===== config.mk =====
export PLATFORM = sky130hd
export DESIGN_NAME = j_serial_subtractor
export DESIGN_NICKNAME = d
export VERILOG_FILES = /design/src/rtl/j_arith_pkg.sv /design/src/rtl/j_serial_subtractor_fullsub.sv /design/src/rtl/j_serial_subtractor.sv
export SDC_FILE = /design/constraint.sdc
export NUM_CORES = 1
export LEC_CHECK = 0
export ABC_AREA = 0
export BUFFER_PORTS_ARGS = -buffer_cell sky130_fd_sc_hd__clkbuf_2
export CAP_MARGIN = 20
export CELL_PAD_IN_SITES_DETAIL_PLACEMENT = 0
export CELL_PAD_IN_SITES_GLOBAL_PLACEMENT = 1
export CORE_AREA = 2 2 54 56
export CTS_BUF_LIST = sky130_fd_sc_hd__clkbuf_16
export DETAILED_ROUTE_END_ITERATION = 10
export DIE_AREA = 0 0 56 58
export PLACE_DENSITY_LB_ADDON = 0.15
export SETUP_SLACK_MARGIN = 0.3
export SLEW_MARGIN = 20
export SYNTH_ARGS = -nofsm -noshare
export SYNTH_HDL_FRONTEND = slang
export SYNTH_SLANG_ARGS = --single-unit

===== constraint.sdc =====
create_clock -name clk -period 2.9 [get_ports clk]
set_input_delay 0.29 -clock clk [delete_from_list [all_inputs] [get_ports clk]]
set_output_delay 0.29 -clock clk [all_outputs]
set_load 0.1 [all_outputs]

===== src/rtl/j_arith_pkg.sv =====
// Shared arithmetic package: sequencer states, default datapath width and
// the counter-width helper used by the bit-serial arithmetic blocks.
package j_arith_pkg;

    typedef enum logic [1:0] {
        IDLE = 2'd0,
        RUN  = 2'd1,
        DONE = 2'd2
    } state_t;

    localparam int J_DEFAULT_WIDTH     = 4;
    localparam int J_DEFAULT_CNT_WIDTH = $clog2(J_DEFAULT_WIDTH);

    // Width of a counter that indexes bits 0..width-1; never narrower than one bit.
    function automatic int cnt_width(input int width);
        return (width < 2) ? 1 : $clog2(width);
    endfunction

endpackage


===== src/rtl/j_serial_subtractor_fullsub.sv =====
// One-bit full-subtractor cell: D = a - b - borrowin, with borrow out.
// Port order mirrors the team's full-adder cell so the two are interchangeable.
module jfullsubtractor (
    output logic D,
    output logic borrowout,
    input  logic a,
    input  logic b,
    input  logic borrowin
);

    always_comb begin
        D         = a ^ b ^ borrowin;
        borrowout = (~a & b) | (~(a ^ b) & borrowin);
    end

endmodule


===== src/rtl/j_serial_subtractor.sv =====
// Bit-serial ripple-borrow subtractor: Y = A - B - borrowin, one bit per cycle
// through a single full-subtractor cell, with a start/busy/done handshake.
module j_serial_subtractor
    import j_arith_pkg::*;
#(
    parameter int WIDTH = J_DEFAULT_WIDTH
) (
    input  logic             clk,
    input  logic             rst,
    input  logic             start,
    input  logic [WIDTH-1:0] A,
    input  logic [WIDTH-1:0] B,
    input  logic             borrowin,
    output logic             busy,
    output logic             done,
    output logic [WIDTH-1:0] Y,
    output logic             borrowout,
    output logic             ovf
);

    localparam int CNT_W = cnt_width(WIDTH);
    localparam logic [CNT_W-1:0] LAST_BIT = CNT_W'(WIDTH - 1);

    state_t           state;
    logic [CNT_W-1:0] cnt;
    logic [WIDTH-1:0] a_sr;
    logic [WIDTH-1:0] b_sr;
    logic [WIDTH-1:0] y_sr;
    logic             bor;
    logic             a_msb;
    logic             b_msb;
    logic             d;
    logic             bor_next;

    jfullsubtractor u_cell (
        .D        (d),
        .borrowout(bor_next),
        .a        (a_sr[0]),
        .b        (b_sr[0]),
        .borrowin (bor)
    );

    // Result bits enter y_sr at the MSB end; the visible outputs only load on
    // the final bit so partial differences never reach the consumer.
    always_ff @(posedge clk) begin
        if (rst) begin
            state     <= IDLE;
            cnt       <= '0;
            a_sr      <= '0;
            b_sr      <= '0;
            y_sr      <= '0;
            bor       <= 1'b0;
            a_msb     <= 1'b0;
            b_msb     <= 1'b0;
            busy      <= 1'b0;
            done      <= 1'b0;
            Y         <= '0;
            borrowout <= 1'b0;
            ovf       <= 1'b0;
        end else begin
            case (state)
                IDLE: begin
                    done <= 1'b0;
                    if (start) begin
                        a_sr  <= A;
                        b_sr  <= B;
                        bor   <= borrowin;
                        a_msb <= A[WIDTH-1];
                        b_msb <= B[WIDTH-1];
                        cnt   <= '0;
                        state <= RUN;
                        busy  <= 1'b1;
                    end
                end
                RUN: begin
                    a_sr <= a_sr >> 1;
                    b_sr <= b_sr >> 1;
                    bor  <= bor_next;
                    y_sr <= {d, y_sr[WIDTH-1:1]};
                    cnt  <= cnt + CNT_W'(1);
                    if (cnt == LAST_BIT) begin
                        state     <= DONE;
                        done      <= 1'b1;
                        Y         <= {d, y_sr[WIDTH-1:1]};
                        borrowout <= bor_next;
                        // d is the result MSB on the last step
                        ovf       <= (a_msb ^ b_msb) & (d ^ a_msb);
                    end
                end
                DONE: begin
                    state <= IDLE;
                    done  <= 1'b0;
                    busy  <= 1'b0;
                    cnt   <= '0;
                end
                default: begin
                    state <= IDLE;
                    done  <= 1'b0;
                    busy  <= 1'b0;
                end
            endcase
        end
    end

endmodule


# After elaboration in Yosys (flattened, before gate mapping)

Index checks and enable logic that the tools add are counted.

Register bits: 27
Input port bits: 12
Output and inout port bits: 8

Add/subtract/negate cells: 1
Equality and inequality tests: 5
Multiplexer cells: 13
Bitwise logic cells: 11
Reductions and logical operators: 10

Operators with widths:

| kind                                                                  | number |
|---|---|
| 4-bit one-hot mux with 2 select lines                                 | 2 |
| 2-bit AND reduction                                                   | 6 |
| 4-bit two-way mux                                                     | 2 |
| 2-bit two-way mux                                                     | 3 |
| 2-bit one-hot mux with 3 select lines                                 | 1 |
| 2-bit equality test, second input constant                            | 2 |
| 2-bit != test, second input constant                                  | 2 |
| 1-bit one-hot mux with 2 select lines                                 | 2 |
| 2-bit one-hot mux with 2 select lines                                 | 1 |
| 1-bit XOR                                                             | 4 |
| 1-bit AND                                                             | 3 |
| 1-bit NOT                                                             | 3 |
| 3-bit nonzero test                                                    | 1 |
| 2-bit by 1-bit adder with 2-bit output, second input constant         | 1 |
| 2-bit by 1-bit equality test with 1-bit output, second input constant | 1 |
| 2-bit zero test                                                       | 1 |
| 1-bit two-way mux                                                     | 2 |
| 2-bit nonzero test                                                    | 1 |
| 2-bit OR reduction                                                    | 1 |
| 1-bit OR                                                              | 1 |

# Logic depth before layout (Yosys ltp)

Gate-level depths: netlist of run 1.

Depth after elaboration: 5
Gate-level depth with buffers: 5
Mapped depth without buffers: 5

# Modules after synthesis

From an unflattened synthesis of run 1, not the netlist that was laid out.

Cell total of the unflattened synthesis: 111
Area, all modules: 1089.8 µm²

By module, submodules not included:

| module              | instances | cells each | area an instance (µm²) | seq. area each (µm²) |
|---|---|---|---|---|
| j_serial_subtractor | 1         | 107        | 1058.5                 | 520.5 |
| jfullsubtractor     | 1         | 4          | 31.3                   | 0.0 |

# Worst setup path before layout of run 1

Ideal clock, no wire load.

Path type: register -> register
Start point: register b_sr[0]
End point: register ovf
Library setup time: 0.122 ns
Arrival: 1.315 ns
Path slack: 1.463 ns
Cell stages (with the launch flop): 6
Cells stage by stage: dfxtp_1 -> inv_1 -> fa_1 -> and3b_1 -> a211oi_1 -> nor3_1

Cells in the longest elaborated chain, start to end: 4

Ends and longest elaborated chain:

| item                   | line                              | RTL |
|---|---|---|
| from (decl)            | j_serial_subtractor.sv:27         | `logic [WIDTH-1:0] b_sr;` |
| from (signal assigned) | j_serial_subtractor.sv:77         | `b_sr <= b_sr >> 1;` |
| 1-bit XOR (2 in a row) | j_serial_subtractor_fullsub.sv:12 | `D = a ^ b ^ borrowin;` |
| via d                  | j_serial_subtractor.sv:32         | `logic d;` |
| 1-bit XOR              | j_serial_subtractor.sv:87         | `ovf <= (a_msb ^ b_msb) & (d ^ a_msb);` |
| 1-bit AND              | j_serial_subtractor.sv:87         |  |
| to (signal assigned)   | j_serial_subtractor.sv:87         |  |
| to (decl)              | j_serial_subtractor.sv:18         | `output logic ovf` |

The timed path passes the listed nets, and every way through them passes these cells.
A chain may end at the register's enable or synchronous reset.

# Worst setup path in the final report of run 1

Start point: register state[0]
End point: register ovf

Cells in the longest elaborated chain, start to end: 2

Ends and longest elaborated chain:

| item                                           | line                      | RTL |
|---|---|---|
| from (decl)                                    | j_serial_subtractor.sv:24 | `state_t state;` |
| from (signal assigned)                         | j_serial_subtractor.sv:47 | `state <= IDLE;` |
| from (signal assigned)                         | j_serial_subtractor.sv:71 | `state <= RUN;` |
| from (signal assigned)                         | j_serial_subtractor.sv:82 | `state <= DONE;` |
| 2-bit by 1-bit equality test with 1-bit output | j_serial_subtractor.sv:61 | `case (state)` |
| 2-bit AND reduction (no line)                  | -                         |  |

No other way between the ends.

==> impl_summary.txt, run 1 <==
----------------------------------------------------
[Status]
  Result of the run ... finished, final reports clean

[Drt]
  Routed len/inst ... 12.8 um
  Iteration-0 DRC count of the detailed router ... 15
  DRC viols ... 0
  DRT Wirelength ... 2150 um
  Routed vias/inst ... 5.15
  Total via count after detailed routing ... 865
  DR pass1 iterations ... 4
  Antenna-violating nets left ... 0

[Die]
  Total die area ... 3250 um^2
  Num rows ... 19
  Floorplan Core Area ... 2660 um^2
  Initial Util ... 0.429
  Top-level port count ... 20
  Vertical extent of the die ... 58 um
  Horiz. Die Dim ... 56 um

[Clocking]
  Maximum buffer depth of the clock tree ... 2
  Clk pin slew, worst setup/hold paths ... 0.06 ns
  Total clock buffers created by CTS ... 3
  Clk_lat worst skew ... 0.26 ns
  Post-CTS Hold Buffers ... 0
  Quantity of gates resized following cts ... 0
  H-tree Lvls ... 1
  Number of clock sinks ... 26
  Buffer type at the clock tree root ... sky130_fd_sc_hd__clkbuf_16
  Post CTS Setup Buffer Count ... 0
  Clock tree from TritonCTS ... yes

[Synth]
  Cell types with the highest counts after synthesis ... 26 x sky130_fd_sc_hd__dfxtp_1, 18 x sky130_fd_sc_hd__nand2_1, 14 x sky130_fd_sc_hd__nor2_1
  Most frequent cell after synthesis ... sky130_fd_sc_hd__dfxtp_1
  Avg Synthesized Cell Area ... 9.35 um^2
  Number of enable flip-flop cells after synthesis ... 0
  Yosys warns ... 0
  Yosys top cell area share ... 0.456
  Cell area after synthesis ... 1140 um^2
  Cell variety after synth ... 27
  Biggest area contributors in the synthesized netlist ... sky130_fd_sc_hd__dfxtp_1 46%, sky130_fd_sc_hd__a211oi_2 7.7%, sky130_fd_sc_hd__nand2_1 5.9%, sky130_fd_sc_hd__a21oi_1 5.7%, sky130_fd_sc_hd__mux2i_1 5.3%
  Flip-flop and latch count after synthesis ... 26
  Post-synthesis async set-or-reset flop share ... 0
  Most area-hungry cell type in the Yosys netlist ... sky130_fd_sc_hd__dfxtp_1
  Seq/Total Area, Yosys ... 0.456
  Instance count of the mapped netlist ... 122
  Ys flop type ... sky130_fd_sc_hd__dfxtp_1
  Post-synthesis net count ... 136

[GRT]
  Number of antenna violations at the first check in global routing ... 0
  Via count of the first global-routing pass ... 859
  Maximum number of pins on one net before global-route repair ... 27
  Total global routing overflow ... 0
  First-pass GRT wire length ... 3700 um
  Total routing usage reported by global routing ... 0.147

[Finish]
  Share of cells above drive strength 1 ... 0.234
  Utilization after layout ... 0.484
  Number of nets in the layout ... 152
  Antenna diodes ... 0
  Area Overhead vs Synth ... 13.0%

[STA]
  Post-route minimum period ... 1.66 ns
  Hold Violations, Final ... 0
  Setup repair after global routing missed its margin ... no
  Least-Margin Pin Slew ... 0.858 ns
  Rel. slew slack ... 0.427
  Min Hold Slack ... 0.277 ns
  Final-layout setup total negative slack ... 0 ns
  Worst clock skew on the final layout ... 0.00302 ns
  Final setup vio count ... 0
  Post-route fraction of the period consumed by the critical path ... 0.573
  Final-report max-slew violation count ... 0
  Maximum clock frequency ... 601 MHz

[Critical path]
  Kind of start point of the critical path ... flop
  Critical path required time ... 3.02 ns
  Setup crit end kind ... flop
  Largest fanout on the critical path ... 21
  Minimum setup slack among reg-to-reg paths ... 1.24 ns
  Signal arrival time at the worst endpoint ... 1.79 ns
  Max stage delay on crit path ... 0.88 ns
  CP Cell Sequence ... nand3b_1 > a211oi_1 > nor3_1
  Library cell contributing the largest single delay on the critical path ... sky130_fd_sc_hd__dfxtp_1
  Worst setup path class ... reg2reg

[Place]
  Final Wtd Congestion ... 0.656
  Final HPWL DP ... 1500 um
  Number of port buffers ... 19

[Worst hold path]
  Hold Crit Class ... in2reg

[Power]
  Max IR drop VDD ... 447 uV
  Pwr/cell area ... 615 nW/um^2
  Pleak ... 0.504 nW

[Flow run]
  Max-cap violations ... 0

----------------------------------------------------
==> layout make-up <==
| cell class | count | area [um^2] |
|---|---|---|
| repair buffers | 19 | 95.1 |
| multi-input cells | 85 | 546 |
| flip-flops and latches | 26 | 520 |
| fillers | 255 | 1370 |
| well taps | 31 | 38.8 |
| clock inverters | 1 | 3.75 |
| clock buffers | 3 | 75.1 |
| inverters | 3 | 11.3 |
==> critical path, delay by kind of cell (launching register included) <==
kind,cells,cell delay [ns]
simple gates,2,0.39
compound gates,1,0.25
flops,1,0.88
==> layer usage <==
metal / up-vias / routed length, um / GRT usage / part of all wire
met3: 5 / 133 / 0.0446 / 0.062
li1: 448 / - / - / -
met5: - / 0 / 0 / 0
met1: 391 / 1070 / 0.179 / 0.50
met4: 0 / 48 / 0.0714 / 0.022
met2: 21 / 897 / 0.239 / 0.42
==> cell usage in the layout (no fill, tap or decap), types with 2 or more instances in the layout <==
| cell | instances |
|---|---|
| sky130_fd_sc_hd__nand2b_1 | 3 |
| sky130_fd_sc_hd__a21oi_1 | 13 |
| sky130_fd_sc_hd__clkbuf_2 | 19 |
| sky130_fd_sc_hd__inv_1 | 3 |
| sky130_fd_sc_hd__dfxtp_1 | 26 |
| sky130_fd_sc_hd__a22oi_1 | 2 |
| sky130_fd_sc_hd__nor3_1 | 6 |
| sky130_fd_sc_hd__clkbuf_16 | 3 |
| sky130_fd_sc_hd__a211oi_2 | 7 |
| sky130_fd_sc_hd__nor2_1 | 14 |
| sky130_fd_sc_hd__nand2_1 | 18 |
| sky130_fd_sc_hd__mux2i_1 | 6 |
| sky130_fd_sc_hd__and3b_1 | 2 |
| sky130_fd_sc_hd__o21ai_0 | 3 |
| sky130_fd_sc_hd__nor2b_1 | 2 |
==> state kept, by name (all words and copies together), names as in the netlist <==
| name | flops |
|---|---|
| b_sr | 4 |
| b_msb | 1 |
| done | 1 |
| cnt | 2 |
| borrowout | 1 |
| busy | 1 |
| a_msb | 1 |
| ovf | 1 |
| a_sr | 4 |
| y_sr | 3 |
| Y | 4 |
| state | 2 |
| bor | 1 |
==> metrics by stage <==
step	std cells	setup slack (ns)	total power, mW	instance area (um^2)
2_1_floorplan	122	1.46	0.480	1140
3_3_place_gp	164	1.33	0.493	1210
3_5_place_dp	164	1.25	0.495	1210
4_1_cts	168	1.23	0.799	1290
5_1_grt	168	1.08	0.828	1290
6_report	168	1.24	0.793	1290
==> logic make-up (layout without fill, tap and decap cells) <==
kind of cell	Yosys count	count (layout)	share of synthesized area
AOI/OAI and AO/OA	28	28	0.187
xor gates and xnor gates	1	1	0.00768
adders and majority gates	2	2	0.0285
buffers and inverters	11	26	0.0658
DFF	26	26	0.456
muxes	7	7	0.0625
and+or+nand+nor	47	47	0.192
==> report_power, final <==
part	leakage, nW	total [mW]	switching (mW)	internal (mW)
clock network	0.0385	0.306	0.122	0.185
registers	0.213	0.394	0.0182	0.375
logic	0.253	0.0930	0.0528	0.0402
==> worst paths after layout <==
path | startpoint | end | depth (start not counted)
max reg2reg | state[0] | ovf | 3
min | A[3] | a_sr[3] | 3
max | state[0] | ovf | 3
min reg2reg | Y[3] | Y[3] | 2
Power figures use the tool's default switching activity.
==> run 2, diff against run 1 <==
Settings changed: CORE_AREA 2 2 54 56 to 2 2 57 59, DIE_AREA 0 0 56 58 to 0 0 59 61.
Clock period 2.9 ns to 1.6 ns, I/O delays scaled along.
==> run 2 against run 1 <==
Sequential power rose by 79%. Cell count rose by 1.8%. Combinational power rose by 120%. Flip-flop and latch count did not move. Sequential share of layout area fell by 1.2 points. Clock-buffer cell count did not move. Non-clock buffer count rose by 2. Via count fell by 1.7%.
==> impl_summary.txt, run 2 (same netlist as run 1, synthesis figures left out) <==
----------------------------------------------------
[Status]
  Result of the run ... finished, final reports clean (unchanged)

[Drt]
  Met3 routed wirelength ... 54 um (was 133 um)
  Metal-1 WL ... 977 um (was 1070 um)
  Routed len/inst ... 12.1 um (was 12.8 um)
  Antenna-violating nets left ... 0 (unchanged)
  Routed vias/inst ... 4.97 (was 5.15)
  DRC viols ... 0 (unchanged)
  Routed length on met2 ... 1010 um (was 897 um)
  Total via count after detailed routing ... 850 (was 865)
  Highest metal used ... met4 (unchanged)
  DR pass1 iterations ... 4 (unchanged)
  Iteration-0 DRC count of the detailed router ... 34 (was 15)
  DRT Wirelength ... 2060 um (was 2150 um)

[Worst hold path]
  Hold Crit Class ... in2reg (unchanged)

[Clocking]
  Number of clock sinks ... 26 (unchanged)
  Post-CTS Hold Buffers ... 0 (unchanged)
  Clock tree from TritonCTS ... yes (unchanged)
  Clk pin slew, worst setup/hold paths ... 0.06 ns (about the same)
  Clk_lat worst skew ... 0.26 ns (about the same)
  Buffer type at the clock tree root ... sky130_fd_sc_hd__clkbuf_16 (unchanged)
  Total clock buffers created by CTS ... 3 (unchanged)
  H-tree Lvls ... 1 (unchanged)
  Maximum buffer depth of the clock tree ... 2 (unchanged)

[Die]
  Initial Util ... 0.386 (was 0.429)
  Floorplan Core Area ... 2950 um^2 (was 2660 um^2)
  Num rows ... 20 (was 19)
  Top-level port count ... 20 (unchanged)
  Vertical extent of the die ... 61 um (was 58 um)
  Total die area ... 3600 um^2 (was 3250 um^2)
  Horiz. Die Dim ... 59 um (was 56 um)

[Finish]
  Most common cell after layout, fill and taps aside ... sky130_fd_sc_hd__dfxtp_1 (unchanged)
  Fill count ... 306 (was 255)
  Area Overhead vs Synth ... 18.0% (was 13.0%)
  Share of cells above drive strength 1 ... 0.333 (was 0.234)
  Number of nets in the layout ... 154 (was 152)
  Antenna diodes ... 0 (unchanged)
  Commonest cells after routing, fill and taps aside ... 21 x sky130_fd_sc_hd__dfxtp_1, 19 x sky130_fd_sc_hd__clkbuf_2, 17 x sky130_fd_sc_hd__nand2_1 (was 26 x sky130_fd_sc_hd__dfxtp_1, 19 x sky130_fd_sc_hd__clkbuf_2, 18 x sky130_fd_sc_hd__nand2_1)
  Biggest registers after layout ... Y: 4 flops, a_sr: 4 flops, b_sr: 4 flops (unchanged)
  Utilization after layout ... 0.456 (was 0.484)

[GRT]
  Via count of the first global-routing pass ... 819 (was 859)
  Total global routing overflow ... 0 (unchanged)
  Maximum number of pins on one net before global-route repair ... 27 (unchanged)
  Number of antenna violations at the first check in global routing ... 0 (unchanged)
  Total routing usage reported by global routing ... 0.132 (was 0.147)
  First-pass GRT wire length ... 3520 um (was 3700 um)

[Place]
  Final Wtd Congestion ... 0.696 (was 0.656)
  Number of port buffers ... 19 (unchanged)
  Final HPWL DP ... 1450 um (was 1500 um)

[STA]
  Post-route fraction of the period consumed by the critical path ... 0.869 (was 0.573)
  Worst clock skew on the final layout ... 0.00223 ns (was 0.00302 ns)
  Least-Margin Pin Slew ... 0.627 ns (was 0.858 ns)
  Setup repair after global routing missed its margin ... yes (was no)
  Final-report max-slew violation count ... 0 (unchanged)
  Maximum clock frequency ... 719 MHz (was 601 MHz)
  Final-layout setup total negative slack ... 0 ns (unchanged)
  Post-route minimum period ... 1.39 ns (was 1.66 ns)
  Rel. slew slack ... 0.582 (was 0.427)
  Hold Violations, Final ... 0 (unchanged)
  Final setup vio count ... 0 (unchanged)

[Critical path]
  Largest fanout on the critical path ... 3 (was 21)
  Max stage delay on crit path ... 0.59 ns (was 0.88 ns)
  Critical path required time ... 1.78 ns (was 3.02 ns)
  Signal arrival time at the worst endpoint ... 1.57 ns (was 1.79 ns)
  Library cell contributing the largest single delay on the critical path ... sky130_fd_sc_hd__fa_2 (was sky130_fd_sc_hd__dfxtp_1)
  Kind of start point of the critical path ... flop (unchanged)
  CP Cell Sequence ... inv_2 > fa_2 > and3b_1 > a211oi_2 > nor3_1 (was nand3b_1 > a211oi_1 > nor3_1)
  Worst setup path class ... reg2reg (unchanged)
  Setup crit end kind ... flop (unchanged)

[Flow run]
  Max-cap violations ... 0 (unchanged)

[Power]
  Pleak ... 0.520 nW (was 0.504 nW)
  Pwr/cell area ... 1080 nW/um^2 (was 615 nW/um^2)
  Max IR drop VDD ... 479 uV (was 447 uV)

----------------------------------------------------
run 2: power by group:
part / leakage, nW / internal, mW / switching [mW]
clock: 0.0370 / 0.331 / 0.212
combinational: 0.269 / 0.0923 / 0.116
sequential: 0.215 / 0.682 / 0.0236
total: 0.520 / 1.11 / 0.352
run 2: path summary, 6_finish.rpt:
kind | start | endpoint | slack [ns] | depth (start not counted)
worst min register to register | Y[2] | Y[2] | 0.45 | 2
worst max register to register | bor | ovf | 0.21 | 5
worst min-delay path | A[3] | a_msb | 0.17 | 3
worst max-delay path | bor | ovf | 0.21 | 5
run 2: timing repair:
| item | in CTS | in global routing |
|---|---|---|
| gates cloned | 0 | 0 |
| gates resized for setup | 3 | 10 |
| endpoints found under the setup margin | 3 | 12 |
| pin swaps | 2 | 7 |
| setup buffers | 1 | 0 |
run 2: worst max-delay path, delay by kind of cell, from the launching register on:
kind                       cells  cell delay (ns)
and+or+nand+nor                2             0.32
DFF                            1             0.33
buffers and inverters          1             0.04
adders and majority gates      1             0.59
AOI/OAI and AO/OA              1             0.04
run 2: metrics by stage:
step / hold slack [ns] / total power [mW] / instance area, um^2 / instances / worst slack (ns)
detailed placement: 0.443 / 0.900 / 1230 / 167 / 0.159
floorplan: 0.319 / 0.871 / 1150 / 122 / 0.256
CTS: 0.169 / 1.46 / 1310 / 171 / 0.167
global route: 0.189 / 1.52 / 1350 / 171 / 0.0934
global placement: 0.441 / 0.896 / 1230 / 167 / 0.194
finish: 0.171 / 1.46 / 1350 / 171 / 0.210
run 2: cell type report:
type,count,area [um^2],area share
Multi-Input combinational cell,85,578,0.429
Sequential cell,26,527,0.391
Clock buffer,3,75.1,0.0558
Inverter,3,11.3,0.00836
Timing Repair Buffer,21,114,0.0846
Tap cell,33,41.3,0.0307
run 2: metal layers:
metal | GRT usage | up-vias
li1 | - | 451
met3 | 0.0213 | 2
met2 | 0.224 | 12
met1 | 0.163 | 385
met5 | 0 | -
met4 | 0.0682 | 0
